==> src/rtl/video_timing.sv <==
// Raster timing generator: free-running h/v counters decoded into registered
// de / hsync / vsync, raster position and line/frame start strobes.
module video_timing #(
    parameter int   H_ACTIVE   = 640,
    parameter int   H_FRONT    = 16,
    parameter int   H_SYNC     = 96,
    parameter int   H_BACK     = 48,
    parameter int   V_ACTIVE   = 480,
    parameter int   V_FRONT    = 10,
    parameter int   V_SYNC     = 2,
    parameter int   V_BACK     = 33,
    parameter logic H_SYNC_POL = 1'b0,
    parameter logic V_SYNC_POL = 1'b0
) (
    input  logic        clk,
    input  logic        rst,
    input  logic        en,
    output logic        de,
    output logic        hsync,
    output logic        vsync,
    output logic [11:0] h_pos,
    output logic [11:0] v_pos,
    output logic        line_start,
    output logic        frame_start
);
    localparam int H_TOTAL = H_ACTIVE + H_FRONT + H_SYNC + H_BACK;
    localparam int V_TOTAL = V_ACTIVE + V_FRONT + V_SYNC + V_BACK;

    localparam logic [11:0] H_LAST = 12'(H_TOTAL - 1);
    localparam logic [11:0] V_LAST = 12'(V_TOTAL - 1);

    // Region bounds are 13 bits so a 4096 total still compares correctly.
    localparam logic [12:0] H_DE_END   = 13'(H_ACTIVE);
    localparam logic [12:0] H_SYNC_BEG = 13'(H_ACTIVE + H_FRONT);
    localparam logic [12:0] H_SYNC_END = 13'(H_ACTIVE + H_FRONT + H_SYNC);
    localparam logic [12:0] V_DE_END   = 13'(V_ACTIVE);
    localparam logic [12:0] V_SYNC_BEG = 13'(V_ACTIVE + V_FRONT);
    localparam logic [12:0] V_SYNC_END = 13'(V_ACTIVE + V_FRONT + V_SYNC);

    logic [11:0] hc, vc;
    logic        h_act, v_act, h_syn, v_syn;

    always_comb begin
        h_act = {1'b0, hc} < H_DE_END;
        v_act = {1'b0, vc} < V_DE_END;
        h_syn = ({1'b0, hc} >= H_SYNC_BEG) && ({1'b0, hc} < H_SYNC_END);
        v_syn = ({1'b0, vc} >= V_SYNC_BEG) && ({1'b0, vc} < V_SYNC_END);
    end

    always_ff @(posedge clk) begin
        if (rst) begin
            hc          <= '0;
            vc          <= '0;
            de          <= 1'b0;
            hsync       <= ~H_SYNC_POL;
            vsync       <= ~V_SYNC_POL;
            h_pos       <= '0;
            v_pos       <= '0;
            line_start  <= 1'b0;
            frame_start <= 1'b0;
        end else if (en) begin
            if (hc == H_LAST) begin
                hc <= '0;
                vc <= (vc == V_LAST) ? '0 : vc + 12'd1;
            end else begin
                hc <= hc + 12'd1;
            end
            // Outputs decode the pre-increment count, so everything lines up.
            de          <= h_act && v_act;
            hsync       <= h_syn ? H_SYNC_POL : ~H_SYNC_POL;
            vsync       <= v_syn ? V_SYNC_POL : ~V_SYNC_POL;
            h_pos       <= hc;
            v_pos       <= vc;
            line_start  <= (hc == '0);
            frame_start <= (hc == '0) && (vc == '0);
        end else begin
            // Stalled: hold levels but never repeat a strobe.
            line_start  <= 1'b0;
            frame_start <= 1'b0;
        end
    end
endmodule

==> config.mk <==
export PLATFORM = sky130hd
export DESIGN_NAME = video_timing
export DESIGN_NICKNAME = d
export VERILOG_FILES = /design/src/rtl/video_timing.sv
export SDC_FILE = /design/constraint.sdc
export NUM_CORES = 1
export LEC_CHECK = 0
export ABC_AREA = 1
export CELL_PAD_IN_SITES_DETAIL_PLACEMENT = 1
export CELL_PAD_IN_SITES_GLOBAL_PLACEMENT = 1
export CORE_UTILIZATION = 35
export DETAILED_ROUTE_END_ITERATION = 6
export PLACE_DENSITY = 0.71
export SETUP_SLACK_MARGIN = 0.15
export SLEW_MARGIN = 25
export SYNTH_ARGS = -nofsm -noshare
export SYNTH_HDL_FRONTEND = slang
export SYNTH_SLANG_ARGS = --single-unit
==> constraint.sdc <==
create_clock -name clk -period 1.2 [get_ports clk]
set_input_delay 0.36 -clock clk [delete_from_list [all_inputs] [get_ports clk]]
set_output_delay 0.36 -clock clk [all_outputs]
set_load 0.005 [all_outputs]
==> out/results.ini <==
[outcome]
outcome=finished, violations left
violations_in_the_final_reports=setup timing

[synthesis]
ys_ff_latch=53
synth_edf_count=0
synth_flop_cell=sky130_fd_sc_hd__dfxtp_1
synth_async_sr_flop_share_pct=0
syn_area_sq_um=2530
synth_seq_area_share_pct=41.9
post_synth_inst_count=366
synth_commonest_cells=sky130_fd_sc_hd__nand2_1 (82), sky130_fd_sc_hd__dfxtp_1 (53), sky130_fd_sc_hd__nor2_1 (50)
ys_warn_count=0
leading_cell_types_by_total_area_after_synthesis=sky130_fd_sc_hd__dfxtp_1 (42%), sky130_fd_sc_hd__nand2_1 (12%), sky130_fd_sc_hd__nor2_1 (7.4%)
postSynthNetCount=373
synth_cell_type_count=26
netlist.area_leader.share_pct=41.9
yosysTopAreaCell=sky130_fd_sc_hd__dfxtp_1
syn_area_per_cell_sq_um=6.92
post-synth-top-count-cell=sky130_fd_sc_hd__nand2_1

[die]
io_pins=32
die_area_sq_um=7580
floorplan.initialDensity_pct=36.7
core_sq_um=6910
die_y_um=87.1
die_width_um=87.1
num_rows=30

[layout]
drive_gt1_share_pct=48.7
area.growth.synth_to_final_pct=52.1
post_layout_nonfiller_instances=554
number_of_filler_instances_in_the_final_layout=876
register_area_sq_um=1130
multi_input_area_sq_um=1580
final_net_count=464
antennaDiodeCount=0

[cts]
cts.path.max_buffers=2
clock_sinks=53
clock_insertion_delay_worst_skew_ps=320
ctsHoldBuffers=0
cts-buffers-inserted=5
cts.clk_slew.worst_paths_ps=100
tritoncts=done
cts_htree_levels=2
clock-root-buffer=sky130_fd_sc_hd__clkbuf_8

[worst_hold_path]
min_from=h_pos[0]$_SDFFE_PP0P_
min_path_type=flop to flop

[sta]
timing.final.max_slew_violations=0
period_needed_ps=1360
slew-limit-headroom_pct=82.4
post-route-worst-setup-slack_ps=-164
worst_slew_pin_slew_ps=262
final_worst_path_cycle_share_pct=114
setup_viol=23
timing_hold_violations_final=0
fin_worst_skew_ps=11.6
max_clock_freq_mhz=733
rsz0062_at_grt=yes

[setup_path]
timing.critical_path.cells=ha_4, nand3_4, nor2_2, nand3_1, nand2_2, inv_2, nand2_1, o21ai_1
category_of_the_most_critical_setup_path=flop to flop
worstSetupEndpointType=flop
crit-reg2reg-launch=hc[1]$_SDFFE_PP0P_
cp_startpoint_kind=flop
crit_path_top_delay_cell=sky130_fd_sc_hd__dfxtp_4
timing.critical_path.fanout_max=4
crit_path_max_incr_delay_ps=380
cp_data_arrival_time_ps=1580
data_required_time_at_the_worst_endpoint_ps=1420
timing.critical_path.from=hc[1]$_SDFFE_PP0P_

[drt]
detail-route-antenna-nets=0
initialDrtViolationCount=120
dr.pass1.iters=4
total_via_count_after_detailed_routing=2769
vias_per_cell=5.00
wl_um=8770
avgRoutedWirePerCell_um=15.8
drt_drc=0

[placement]
dpl.cell_count=535
port-buffer-count=31
hpwlAfterDp_um=5860
routabilityCongestion=0.808
preCtsSetupSlack_ps=-244

[global_routing]
grt_start_max_net_pins=23
grt_use_total_pct=22.4
grt_pass1_wl_um=13100
antenna_found_initial=0
vias_in_the_first_global_route=2672
grt-ovfl-total=0

[pwr]
irDropWorstVdd_mv=0.404
power.share.switching_pct=25.4
net-switching-power_w=0.000826
leakage_nw=1.61
clockPowerShare_pct=33.8
power.share.sequential_pct=56.1
total_power_w=0.00325
power.share.combinational_pct=10.1
p_per_area_nw_per_um2=845
power.internal_w=0.00243

[flow_run]
drv.max_cap_violation_count=0

[metrics by stage]
stage | TNS [ps] | util [%] | cell area [sq um] | hold slack [ps]
6_report | -2640 | 55.8 | 3850 | 459
3_3_place_gp | -8350 | 49.4 | 3410 | 444
2_1_floorplan | 0 | - | 2630 | 456
5_1_grt | -4220 | 55.8 | 3850 | 481
3_5_place_dp | -9290 | 49.4 | 3410 | 450
4_1_cts | -1290 | 52.1 | 3600 | 461
[cell families after synthesis]
logic type	count (synthesis)	synth area share (%)
DFF	53	41.9
AOI/OAI and AO/OA	62	12.6
adders and majority gates	4	1.98
buffers and inverters	51	8.35
and+or+nand+nor	190	33.1
xor gates and xnor gates	6	2.08
[per-layer routing]
layer	track usage, %	routed length (um)	vias up
met5	0	0	-
met4	5.15	122	0
met3	3.79	246	12
met2	35.9	4090	49
met1	31.5	4310	1346
li1	-	-	1362
[state kept, by name, summed over array words and instances, names as in the netlist]
register / flops
de: 1
frame_start: 1
h_pos: 12
hc: 12
hsync: 1
line_start: 1
v_pos: 12
vc: 12
vsync: 1
[worst paths after layout]
path	endpoint	slack [ps]	cells past startpoint
max	vc[0]$_SDFFE_PP0P_	-160	8
min reg2reg	h_pos[0]$_SDFFE_PP0P_	460	2
max reg2reg	vc[0]$_SDFFE_PP0P_	-160	8
min	h_pos[0]$_SDFFE_PP0P_	460	2
[final cells by class]
cell class / instances / area share [%]
Clock buffer: 8 / 2.34
Timing Repair Buffer: 97 / 20.1
Multi-Input combinational cell: 262 / 41.0
Sequential cell: 53 / 29.4
Inverter: 38 / 4.03
Tap cell: 96 / 3.12
[cell usage in the layout, fill, tap and decap left out, types with 15 or more instances in the layout]
cell type	netlist	routed
sky130_fd_sc_hd__a21oi_1	37	32
sky130_fd_sc_hd__buf_2	6	21
sky130_fd_sc_hd__buf_4	3	58
sky130_fd_sc_hd__dfxtp_2	0	35
sky130_fd_sc_hd__inv_1	35	25
sky130_fd_sc_hd__nand2_1	82	69
sky130_fd_sc_hd__nand2_2	5	15
sky130_fd_sc_hd__nand3_1	24	17
sky130_fd_sc_hd__nor2_1	50	33
sky130_fd_sc_hd__nor2_4	2	15
sky130_fd_sc_hd__o21ai_0	18	15
[timing repair]
action                     in CTS  in global routing
setup buffers                   5                  6
gates resized for setup       196                 53
pin swaps                      21                 29
setup endpoints to repair      75                 57
[power groups by stage]
| stage | Sequential, W | Clock [W] | Combinational (W) |
|---|---|---|---|
| 4_1_cts | 0.00183 | 0.00110 | 0.000292 |
| 3_3_place_gp | 0.00187 | 0 | 0.000302 |
| 5_1_grt | 0.00183 | 0.00118 | 0.000360 |
| 2_1_floorplan | 0.00187 | 0 | 0.000135 |
| 6_report | 0.00183 | 0.00110 | 0.000330 |
| 3_5_place_dp | 0.00187 | 0 | 0.000306 |
[critical path, delay by kind of cell (launching register included)]
kind / cells / cell delay [ps]
AND/OR/NAND/NOR: 5 / 580
adder cells (fa/ha/maj): 1 / 170
AO/OA/AOI/OAI: 1 / 70
buffers and inverters: 1 / 60
flip-flops: 1 / 380
(Power assumes the default switching activity.)
